--- src/rtl/uart_tx_queue.sv ---
// -----------------------------------------------------------------------------
// uart_tx_queue
//
// Byte FIFO in front of a UART transmitter. A producer pushes bytes with
// wr_en/wr_data; a four-state drain FSM (IDLE, LOAD, REQ, DRAIN) pops one byte
// at a time into the registered TX_DATA output and handshakes it to the UART
// with transmit/busy.
//
// Parameters
//   DEPTH  FIFO entries, power of two, 4..256
//   AW     pointer address width, log2(DEPTH)
//
// Ports
//   CLK       in   clock, all state on the rising edge
//   RST       in   asynchronous active-low reset
//   wr_en     in   producer write strobe, one byte per cycle
//   wr_data   in   byte to enqueue
//   full      out  DEPTH bytes stored
//   empty     out  zero bytes stored
//   overflow  out  one-cycle pulse after a write attempted while full
//   busy      in   transmitter busy
//   transmit  out  transmit request, high only in REQ (decoded from state)
//   TX_DATA   out  byte presented to the transmitter, loaded only in LOAD
//   level     out  occupancy 0..DEPTH (only with UART_TX_QUEUE_LEVEL_EN)
//
// Optional feature macro: UART_TX_QUEUE_LEVEL_EN adds the level port and its
// occupancy counter; without it full/empty come from the pointers alone.
// -----------------------------------------------------------------------------
module uart_tx_queue #(
    parameter int DEPTH = 16,
    parameter int AW    = 4
) (
    input  logic          CLK,
    input  logic          RST,
    input  logic          wr_en,
    input  logic [7:0]    wr_data,
    output logic          full,
    output logic          empty,
    output logic          overflow,
    input  logic          busy,
    output logic          transmit,
    output logic [7:0]    TX_DATA
`ifdef UART_TX_QUEUE_LEVEL_EN
    ,
    output logic [AW:0]   level
`endif
);

    typedef enum logic [1:0] {
        S_IDLE  = 2'd0,
        S_LOAD  = 2'd1,
        S_REQ   = 2'd2,
        S_DRAIN = 2'd3
    } state_t;

    state_t      state_q, state_d;
    logic [AW:0] wr_ptr_q, wr_ptr_d;
    logic [AW:0] rd_ptr_q, rd_ptr_d;
    logic [7:0]  tx_data_q, tx_data_d;
    logic        overflow_q, overflow_d;
    logic        push;
    logic        pop;

    logic [7:0]  mem [DEPTH];

    // A full FIFO drops the write; a pop in the same cycle does not rescue it
    // because full is evaluated from the pre-edge pointers.
    assign push = wr_en && !full;
    // The only pop point is LOAD, and LOAD is entered only when non-empty.
    assign pop  = (state_q == S_LOAD);

`ifdef UART_TX_QUEUE_LEVEL_EN
    logic [AW:0] level_q, level_d;

    always_comb begin
        level_d = level_q;
        case ({push, pop})
            2'b10:   level_d = level_q + (AW+1)'(1);
            2'b01:   level_d = level_q - (AW+1)'(1);
            default: level_d = level_q;
        endcase
    end

    always_ff @(posedge CLK or negedge RST) begin
        if (!RST) begin
            level_q <= '0;
        end else begin
            level_q <= level_d;
        end
    end

    assign level = level_q;
    assign empty = (level_q == '0);
    assign full  = (level_q == (AW+1)'(DEPTH));
`else
    // Extra wrap bit distinguishes full (same address, different lap) from
    // empty (identical pointers).
    assign empty = (wr_ptr_q == rd_ptr_q);
    assign full  = (wr_ptr_q[AW-1:0] == rd_ptr_q[AW-1:0]) &&
                   (wr_ptr_q[AW] != rd_ptr_q[AW]);
`endif

    // Storage: plain array, written on push, read into the TX_DATA register.
    always_ff @(posedge CLK) begin
        if (push) begin
            mem[wr_ptr_q[AW-1:0]] <= wr_data;
        end
    end

    // Datapath next-state.
    always_comb begin
        wr_ptr_d   = wr_ptr_q;
        rd_ptr_d   = rd_ptr_q;
        tx_data_d  = tx_data_q;
        overflow_d = wr_en && full;
        if (push) begin
            wr_ptr_d = wr_ptr_q + (AW+1)'(1);
        end
        if (pop) begin
            rd_ptr_d  = rd_ptr_q + (AW+1)'(1);
            tx_data_d = mem[rd_ptr_q[AW-1:0]];
        end
    end

    // Drain FSM next-state.
    always_comb begin
        state_d = state_q;
        case (state_q)
            S_IDLE: begin
                if (!empty && !busy) begin
                    state_d = S_LOAD;
                end
            end
            S_LOAD: begin
                state_d = S_REQ;
            end
            S_REQ: begin
                if (busy) begin
                    state_d = S_DRAIN;
                end
            end
            S_DRAIN: begin
                if (!busy) begin
                    state_d = S_IDLE;
                end
            end
            default: begin
                state_d = S_IDLE;
            end
        endcase
    end

    always_ff @(posedge CLK or negedge RST) begin
        if (!RST) begin
            state_q    <= S_IDLE;
            wr_ptr_q   <= '0;
            rd_ptr_q   <= '0;
            tx_data_q  <= 8'h00;
            overflow_q <= 1'b0;
        end else begin
            state_q    <= state_d;
            wr_ptr_q   <= wr_ptr_d;
            rd_ptr_q   <= rd_ptr_d;
            tx_data_q  <= tx_data_d;
            overflow_q <= overflow_d;
        end
    end

    // Decoded from the state register only, so reset drops it immediately and
    // busy has no combinational path to it.
    assign transmit = (state_q == S_REQ);
    assign TX_DATA  = tx_data_q;
    assign overflow = overflow_q;

endmodule

--- config.mk ---
export PLATFORM = sky130hd
export DESIGN_NAME = uart_tx_queue
export DESIGN_NICKNAME = d
export VERILOG_FILES = /design/src/rtl/uart_tx_queue.sv
export SDC_FILE = /design/constraint.sdc
export NUM_CORES = 1
export LEC_CHECK = 0
export CORE_ASPECT_RATIO = 1.5
export CORE_MARGIN = 2
export CORE_UTILIZATION = 43
export DETAILED_ROUTE_END_ITERATION = 6
export SLEW_MARGIN = 5
export SYNTH_ARGS = -nofsm -noshare
export SYNTH_HDL_FRONTEND = slang
export SYNTH_SLANG_ARGS = --single-unit
export TNS_END_PERCENT = 1
--- constraint.sdc ---
create_clock -name CLK -period 3.1 [get_ports CLK]
set_input_delay 0.93 -clock CLK [delete_from_list [all_inputs] [get_ports CLK]]
set_output_delay 0.93 -clock CLK [all_outputs]
set_load 0.01 [all_outputs]
==> impl_metrics.json, run 1 <==
{
  "holdCritPathClass": "reg -> reg",
  "multi_input_area_sq_um": 1564,
  "overflow": 0,
  "r2r_end": "TX_DATA[3]",
  "track_usage_pct": 18.26,
  "detail-route-antenna-nets": 0,
  "cts_root_buf": "clkbuf_16",
  "power_density_nw_per_um2": 955.8,
  "path_max_fanout": 5,
  "final_nets": 386,
  "power_leakage_nw": 2.455,
  "cp_top_family": "buffers and inverters",
  "synth_seq_area_share_pct": 72.31,
  "via_count": 3004,
  "start_util_pct": 43.59,
  "synth_most_common_cell": "edfxtp_1",
  "cts_htree_levels": 4,
  "areaGrowthSynthToFinish_pct": 17.17,
  "synth_top_area_share_pct": 63.62,
  "die_w_um": 100.8,
  "maxSlewHeadroom_pct": 47.89,
  "cts_tree": "done",
  "die-area_sq_um": 15040,
  "io_buffers": 23,
  "clock.fmax_mhz": 331.9,
  "yosysWarnings": 0,
  "regArea_sq_um": 4373,
  "maxCapViolations": 0,
  "grt_pass1_vias": 3148,
  "drt_iter0_markers": 271,
  "io_pins": 24,
  "r2r_slack_ns": 0.86,
  "die_h_um": 149.2,
  "whs_ns": 0.4917,
  "cts_buffers": 17,
  "rsz0062_at_grt": "no",
  "post-route-period-util_pct": 97.19,
  "synth.cell_area_sq_um": 6042,
  "postRouteWirelength_um": 12580,
  "critPathKind": "reg -> out",
  "cts_sinks": 149,
  "worstSetupStartpointType": "register",
  "wire_per_inst_um": 23.20,
  "synthFlopType": "edfxtp_1",
  "crit_required_ns": 2.17,
  "arrival_ns": 2.08,
  "ys_ff_latch": 149,
  "cp_num_buf_inv": 1,
  "ctsHoldBuffers": 0,
  "drive_gt1_share_pct": 23.61,
  "grt_pass1_wl_um": 19220,
  "hold_viol": 0,
  "grt_max_degree": 42,
  "tns_ns": 0,
  "core_area_sq_um": 13860,
  "slowest_delay_ns": 0.54,
  "drc": 0,
  "drv_slew": 0,
  "yosys-top-cells-area": "edfxtp_1 64%, mux4_2 9.3%, dfrtp_1 8.7%",
  "crit_cells": 4,
  "outcome": "complete, no violations",
  "setup-violations-final": 0,
  "worstPathCellList": "xor2_1, nor4_4, and2_1, clkdlybuf4s50_1",
  "vias_per_cell": 5.542,
  "ys_types": 35,
  "synth_commonest_cells": "128 x edfxtp_1, 25 x mux4_2, 21 x dfrtp_1",
  "hpwl_um": 8293,
  "synthesis.nets": 350,
  "r2r_cells": 5,
  "cp_slowest_cell": "clkdlybuf4s50_1",
  "crit_start": "wr_ptr_q[0]",
  "total_power_mw": 6.767,
  "rows": 53,
  "endpoint_kind": "output pin",
  "synth_top_cell_by_area": "edfxtp_1",
  "postSynthAreaPerCell_sq_um": 18.42,
  "tightest_slew_ns": 0.7793,
  "clockBufferDepth": 2,
  "gp_congestion": 0.7473,
  "syn_inst": 328,
  "synth_edf_count": 128,
  "skew_ns": 0.007425,
  "crit-reg2reg-launch": "rd_ptr_q[0]",
  "clk_latency_ns": 0.41,
  "fillCellCount": 1121,
  "ys_async_sr_fraction_pct": 14.09,
  "antenna_found_initial": 0,
  "clk_transition_reported_paths_ns": 0.06,
  "drtPass1Iterations": 5,
  "min_period_ns": 3.013,
  "crit_end": "full",
  "antenna_cells": 0,
  "vdd_drop_max_mv": 0.4159
}
==> routing by layer <==
metal  part of all wire, %  vias up  global-route usage [%]
met5                     0        -                       0
met4                   2.0        0                   7.192
met3                   3.1       18                   4.124
met2                    55       70                   31.53
met1                    40     1550                   22.01
li1                      -     1366                       -
==> area by class of cell <==
class	count	area share [%]
clock buffer	19	6.115
multi-input combinational	155	22.09
inverter	6	0.3181
timing repair buffer	35	4.525
clock inverter	13	2.262
tap	165	2.916
sequential	149	61.77
==> cells in the final DEF (no fill, tap or decap), drive strengths merged, types with 2 or more instances in the layout <==
| cell | netlist | layout |
|---|---|---|
| clkdlybuf4s50 | 0 | 23 |
| clkbuf | 5 | 19 |
| a31oi | 8 | 8 |
| xor2 | 8 | 8 |
| clkinvlp | 0 | 5 |
| nand2 | 4 | 4 |
| mux4 | 25 | 25 |
| clkinv | 0 | 4 |
| and3 | 17 | 17 |
| edfxtp | 128 | 128 |
| ha | 10 | 10 |
| nor2b | 10 | 10 |
| bufinv | 0 | 3 |
| and2 | 2 | 2 |
| o21ai | 3 | 3 |
| nand4 | 3 | 3 |
| nor2 | 12 | 12 |
| buf | 13 | 12 |
| a221oi | 7 | 7 |
| xnor2 | 5 | 5 |
| mux2i | 2 | 2 |
| dfrtp | 21 | 21 |
| inv | 6 | 7 |
| a21oi | 7 | 7 |
| mux2 | 16 | 16 |
| nand3b | 7 | 7 |
==> cells by family (layout without fill, tap and decap cells) <==
kind of cell             after synthesis  in the layout  synth area share [%]
XOR/XNOR                              13             13                 1.884
multiplexers                          43             43                 12.63
AO/OA/AOI/OAI                         29             29                 3.355
AND/OR/NAND/NOR                       60             60                 5.922
flip-flops                           149            149                 72.31
buffers and inverters                 24             73                 1.822
adder cells (fa/ha/maj)               10             10                 2.071
==> power by group <==
group / switching, mW / leakage [nW] / internal, mW
clock network: 0.790 / 0.275 / 1.26
registers: 0.161 / 1.40 / 2.50
logic: 1.11 / 0.781 / 0.936
==> registers in the layout (all words and copies together) (netlist names) <==
name	flops
TX_DATA	8
rd_ptr_q	5
mem	128
state_q	2
overflow	1
wr_ptr_q	5
==> through the flow <==
step / instances / worst slack, ns / utilization, % / area (sq um)
3_3_place_gp: 508 / 0.4534 / 46.66 / 6467
4_1_cts: 541 / 0.01534 / 51.02 / 7072
5_1_grt: 542 / 0.01036 / 51.08 / 7079
2_1_floorplan: 328 / 0.8240 / - / 6042
6_report: 542 / 0.08719 / 51.08 / 7079
3_5_place_dp: 508 / 0.4106 / 46.66 / 6467
==> worst min path at each step <==
stage	start	endpoint	slack (ns)	depth (start not counted)
after floorplan	wr_ptr_q[4]	wr_ptr_q[4]	0.46	1
after detailed placement	rd_ptr_q[4]	rd_ptr_q[4]	0.48	1
final	rd_ptr_q[4]	rd_ptr_q[4]	0.49	1
after global placement	rd_ptr_q[4]	rd_ptr_q[4]	0.48	1
after CTS	rd_ptr_q[4]	rd_ptr_q[4]	0.49	1
after global routing	rd_ptr_q[4]	rd_ptr_q[4]	0.51	1
==> what timing repair did <==
item	4_1_cts	5_1_grt
endpoints found under the setup margin	1	2
gates resized for setup	3	0
pin swaps	1	1
setup buffers	1	1
hold endpoints to repair	0	0
Note: power is estimated with default switching activity, not from simulation.
==> inputs of run 2 (changes only) <==
==> constraint.sdc (replaced) <==
create_clock -name CLK -period 3.1 [get_ports CLK]
set_input_delay 0.93 -clock CLK [delete_from_list [all_inputs] [get_ports CLK]]
set_output_delay 0.93 -clock CLK [all_outputs]
set_load 0.005 [all_outputs]
==> run 2 against run 1 <==
Net effect: wire length increased by 2.0%; design area decreased by 0.39%; sequential cell count unchanged; critical path depth unchanged; via count increased by 1.1%; first-iteration DRC count decreased by 18%; sequential share of layout area increased by 0.22 points; non-clock buffer count increased by 3; cell count increased by 0.18%; critical endpoint unchanged; largest power group unchanged; highest routed layer unchanged.
==> impl_metrics.json, run 2 (synthesis results as in run 1) <==
{
  "tns_ns": 0,
  "layout.cells.non_filler": 543,
  "via_count": 3036,
  "fillCellCount": 1094,
  "clk_transition_reported_paths_ns": 0.06,
  "hold_viol": 0,
  "crit_required_ns": 2.17,
  "arrival_ns": 2.08,
  "antenna_found_initial": 0,
  "holdCritPathClass": "reg -> reg",
  "critPathKind": "reg -> out",
  "grt_pass1_vias": 3260,
  "io_pins": 24,
  "start_util_pct": 43.59,
  "slowest_delay_ns": 0.49,
  "worstPathCellList": "xor2_1, nor4_4, and2_4, clkdlybuf4s50_1",
  "min_period_ns": 3.010,
  "overflow": 0,
  "drive_gt1_share_pct": 22.75,
  "rsz0062_at_grt": "no",
  "power_density_nw_per_um2": 940.7,
  "cts_root_buf": "clkbuf_16",
  "final_common_cell": "edfxtp_1",
  "drc": 0,
  "die-area_sq_um": 15040,
  "hpwl_um": 8485,
  "worstSetupStartpointType": "register",
  "rows": 53,
  "power_leakage_nw": 2.459,
  "cts_sinks": 149,
  "place_inst": 510,
  "maxCapViolations": 0,
  "core_area_sq_um": 13860,
  "setup-violations-final": 0,
  "areaGrowthSynthToFinish_pct": 16.71,
  "place_ws_ns": 0.3861,
  "die_w_um": 100.8,
  "vdd_drop_max_mv": 0.3115,
  "finalWorstSetupSlack_ns": 0.08997,
  "cts_buffers": 17,
  "clock.fmax_mhz": 332.2,
  "die_h_um": 149.2,
  "antenna_cells": 0,
  "post-route-period-util_pct": 97.10,
  "largest_reg_flops": 128,
  "path_max_fanout": 7,
  "gp_congestion": 0.7833,
  "postRouteWirelength_um": 12830,
  "outcome": "complete, no violations",
  "vias_per_cell": 5.591,
  "endpoint_kind": "output pin",
  "detail-route-antenna-nets": 0,
  "skew_ns": 0.008752,
  "cts_tree": "done",
  "grt_max_degree": 42,
  "maxSlewHeadroom_pct": 47.55,
  "final_nets": 389,
  "wire_per_inst_um": 23.62,
  "cts_htree_levels": 4,
  "io_buffers": 23,
  "cp_slowest_cell": "clkdlybuf4s50_1",
  "tightest_slew_ns": 0.7844,
  "clk_latency_ns": 0.41,
  "track_usage_pct": 18.70,
  "clockBufferDepth": 2,
  "final_cell_mix": "128 x edfxtp_1, 25 x mux4_2, 23 x clkdlybuf4s50_1",
  "grt_pass1_wl_um": 19640,
  "drv_slew": 0,
  "drtPass1Iterations": 4,
  "drt_iter0_markers": 222
}
-- run 2: layer usage --
metal	wire, um	GRT usage (%)	up-vias
li1	-	-	1371
met1	5121	22.01	1561
met2	6870	31.67	80
met3	445	4.686	24
met4	387	9.110	0
met5	0	0	-
-- run 2: power by group --
| group | internal, mW | total (mW) | switching (mW) |
|---|---|---|---|
| clock | 1.16 | 1.90 | 0.749 |
| combinational | 0.949 | 2.07 | 1.12 |
| sequential | 2.50 | 2.66 | 0.160 |
| total | 4.61 | 6.63 | 2.03 |
-- run 2: metrics by stage --
step	area, sq um	hold WS (ns)	utilization, %	power, mW
after floorplan	6042	0.4604	-	4.066
after global placement	6482	0.4820	46.77	4.720
after detailed placement	6482	0.5002	46.77	4.760
after CTS	7034	0.5125	50.75	6.666
after global routing	7052	0.5327	50.88	6.954
final	7052	0.5100	50.88	6.633
-- run 2: final cells by class --
cell class,instances,area (sq um),area share [%]
clock buffers,17,425.4,6.033
flip-flops and latches,149,4372,61.99
repair buffers,38,342.8,4.862
inverters,6,22.52,0.3194
clock inverters,13,117.6,1.668
multi-input cells,155,1565,22.20
well taps,165,206.4,2.928
-- run 2: final timing paths --
check | startpoint | to | slack, ns | cells past startpoint
setup / recovery | wr_ptr_q[3] | full | 0.09 | 4
max in group asynchronous | RST | rd_ptr_q[0] | 1.97 | 2
min in group asynchronous | RST | wr_ptr_q[2] | 0.88 | 2
setup reg to reg | rd_ptr_q[0] | TX_DATA[7] | 0.83 | 5
hold / removal | wr_ptr_q[4] | wr_ptr_q[4] | 0.51 | 1
hold reg to reg | wr_ptr_q[4] | wr_ptr_q[4] | 0.51 | 1
-- run 2: what timing repair did --
item,CTS,global route
gates resized for setup,1,1
pin swaps,1,1
setup endpoints to repair,1,2
hold buffers,0,0
buffers inserted,1,2
-- run 2: critical path, delay by kind of cell, from the launching register on --
kind                   cells  cell delay, ns
flip-flops                 1            0.44
XOR/XNOR                   1            0.18
buffers and inverters      1            0.49
AND/OR/NAND/NOR            2            0.56
==> inputs of run 3 (changes only) <==
--- a/config.mk
+++ b/config.mk
@@ -5,9 +5,8 @@
 export SDC_FILE = /design/constraint.sdc
 export NUM_CORES = 1
 export LEC_CHECK = 0
-export CORE_ASPECT_RATIO = 1.5
 export CORE_MARGIN = 2
-export CORE_UTILIZATION = 43
+export CORE_UTILIZATION = 40
 export DETAILED_ROUTE_END_ITERATION = 6
 export SLEW_MARGIN = 5
 export SYNTH_ARGS = -nofsm -noshare
==> run 3 against run 2 <==
Net effect: via count down 0.40%; critical path depth did not move; sequential share of layout area is 1.3 points lower; clock power is 16% higher; worst hold slack got worse by 0.0073 ns; worst setup slack got worse by 0.0036 ns; sequential power is essentially flat; non-clock buffer count increased by 5; largest cell class unchanged; cell count grew 4.8%; clock skew grew 0.0022 ns.
==> impl_metrics.json, run 3 (synthesis results as in run 1) <==
{
  "p_int_mw": 4.903,
  "whs_ns": 0.5028,
  "setup-violations-final": 0,
  "postRouteWirelength_um": 12880,
  "rows": 44,
  "switching_power_mw": 2.031,
  "r2r_end": "TX_DATA[6]",
  "grt_max_degree": 42,
  "grt_pass1_wl_um": 19650,
  "path_max_fanout": 4,
  "track_usage_pct": 17.09,
  "drive_gt1_share_pct": 24.42,
  "holdPathStages": 1,
  "p_sw_share_pct": 29.29,
  "drc": 0,
  "crit_start": "rd_ptr_q[3]",
  "die-area_sq_um": 16100,
  "final_nets": 394,
  "pwr-share-clk_pct": 31.7,
  "die_h_um": 126.9,
  "combPwrFrac_pct": 29.9,
  "clockBufferDepth": 2,
  "holdCritPathClass": "reg -> reg",
  "via_count": 3024,
  "outcome": "complete, no violations",
  "cts_root_buf": "clkbuf_16",
  "tightest_slew_ns": 0.7250,
  "slowest_delay_ns": 0.51,
  "crit-reg2reg-launch": "rd_ptr_q[0]",
  "cts_sinks": 149,
  "grt_pass1_vias": 3133,
  "overflow": 0,
  "io_pins": 24,
  "cts_tree": "done",
  "cp_slowest_cell": "clkdlybuf4s50_1",
  "finalCoreUtilization_pct": 49.18,
  "vias_per_cell": 5.315,
  "hold_viol": 0,
  "maxSlewHeadroom_pct": 51.66,
  "clk_transition_reported_paths_ns": 0.06,
  "final_common_cell": "edfxtp_1",
  "largest_reg_flops": 128,
  "clk_latency_ns": 0.42,
  "worstPathCellList": "xor2_1, nor4_4, and2b_2, clkdlybuf4s50_1",
  "post-route-period-util_pct": 97.21,
  "cp_num_buf_inv": 1,
  "die_w_um": 126.9,
  "final_cell_mix": "128 x edfxtp_1, 25 x mux4_2, 23 x clkdlybuf4s50_1",
  "skew_ns": 0.01097,
  "worstSetupStartpointType": "register",
  "start_util_pct": 41.26,
  "crit_required_ns": 2.17,
  "fillCellCount": 1204,
  "drt_iter0_markers": 214,
  "cp_top_family": "simple AND/OR/NAND/NOR gates",
  "crit_end": "empty",
  "clock.fmax_mhz": 331.8,
  "power_density_nw_per_um2": 962.8,
  "io_buffers": 23,
  "hpwl_um": 8174,
  "areaGrowthSynthToFinish_pct": 19.20,
  "gp_congestion": 0.8134,
  "cts_buffers": 17,
  "r2r_cells": 5,
  "detail-route-antenna-nets": 0,
  "drv_slew": 0,
  "endpoint_kind": "output pin",
  "vdd_drop_max_mv": 0.4723,
  "wire_per_inst_um": 22.63,
  "core_area_sq_um": 14640,
  "antenna_cells": 0,
  "power_frac_seq_pct": 38.3,
  "power_leakage_nw": 2.530,
  "min_period_ns": 3.014,
  "maxCapViolations": 0,
  "critPathKind": "reg -> out",
  "arrival_ns": 2.08,
  "cts_htree_levels": 4,
  "antenna_found_initial": 0,
  "drtPass1Iterations": 4,
  "r2r_slack_ns": 0.82,
  "crit_cells": 4
}
-- run 3: changes by cell type in the layout (fill, tap and decap cells not counted), sizes merged --
cell and delta:
buf +5, bufinv +3, clkbuf +4, clkinv -3, clkinvlp -2
-- run 3: power by group through the flow --
| stage | Sequential (mW) | Clock (mW) | Combinational (mW) |
|---|---|---|---|
| floorplan | 2.63 | 0 | 1.43 |
| global placement | 2.70 | 0 | 2.03 |
| detailed placement | 2.71 | 0 | 2.04 |
| CTS | 2.67 | 2.24 | 2.05 |
| global route | 2.69 | 2.31 | 2.26 |
| finish | 2.66 | 2.20 | 2.07 |
-- run 3: metal layers --
layer / track usage, % / share of wire [%]
met4: 7.175 / 0.94
met1: 22.52 / 44
met3: 4.513 / 4.6
met5: 0 / 0
met2: 27.07 / 50
-- run 3: how the worst min path moves through the flow --
stage           startpoint           to
2_1_floorplan  wr_ptr_q[4]  wr_ptr_q[4]
3_3_place_gp   rd_ptr_q[4]  rd_ptr_q[4]
3_5_place_dp   wr_ptr_q[4]  wr_ptr_q[4]
4_1_cts        wr_ptr_q[4]  wr_ptr_q[4]
5_1_grt        rd_ptr_q[4]  rd_ptr_q[4]
6_report       wr_ptr_q[4]  wr_ptr_q[4]
-- run 3: final cells by class --
| cell class | instances | area [sq um] | area share (%) |
|---|---|---|---|
| flip-flops and latches | 149 | 4373 | 60.72 |
| clock buffers | 21 | 450.4 | 6.254 |
| multi-input cells | 155 | 1564 | 21.72 |
| well taps | 184 | 230.2 | 3.197 |
| inverters | 6 | 22.52 | 0.3127 |
| repair buffers | 43 | 380.4 | 5.281 |
| clock inverters | 11 | 181.4 | 2.519 |
-- run 3: timing repair --
action | in CTS | in global routing
hold buffers | 0 | 0
gates resized for setup | 1 | 2
setup buffers | 0 | 4
setup endpoints to repair | 1 | 2
pin swaps | 0 | 1
-- run 3: through the flow --
stage	worst slack (ns)	std cells	power [mW]	TNS [ns]	area (sq um)
floorplan	0.8240	328	4.066	0	6042
global route	-0.01103	569	7.258	-0.01103	7202
global placement	0.4923	533	4.722	0	6536
detailed placement	0.4626	533	4.746	0	6536
finish	0.08636	569	6.934	0	7202
CTS	0.01295	565	6.960	0	7169
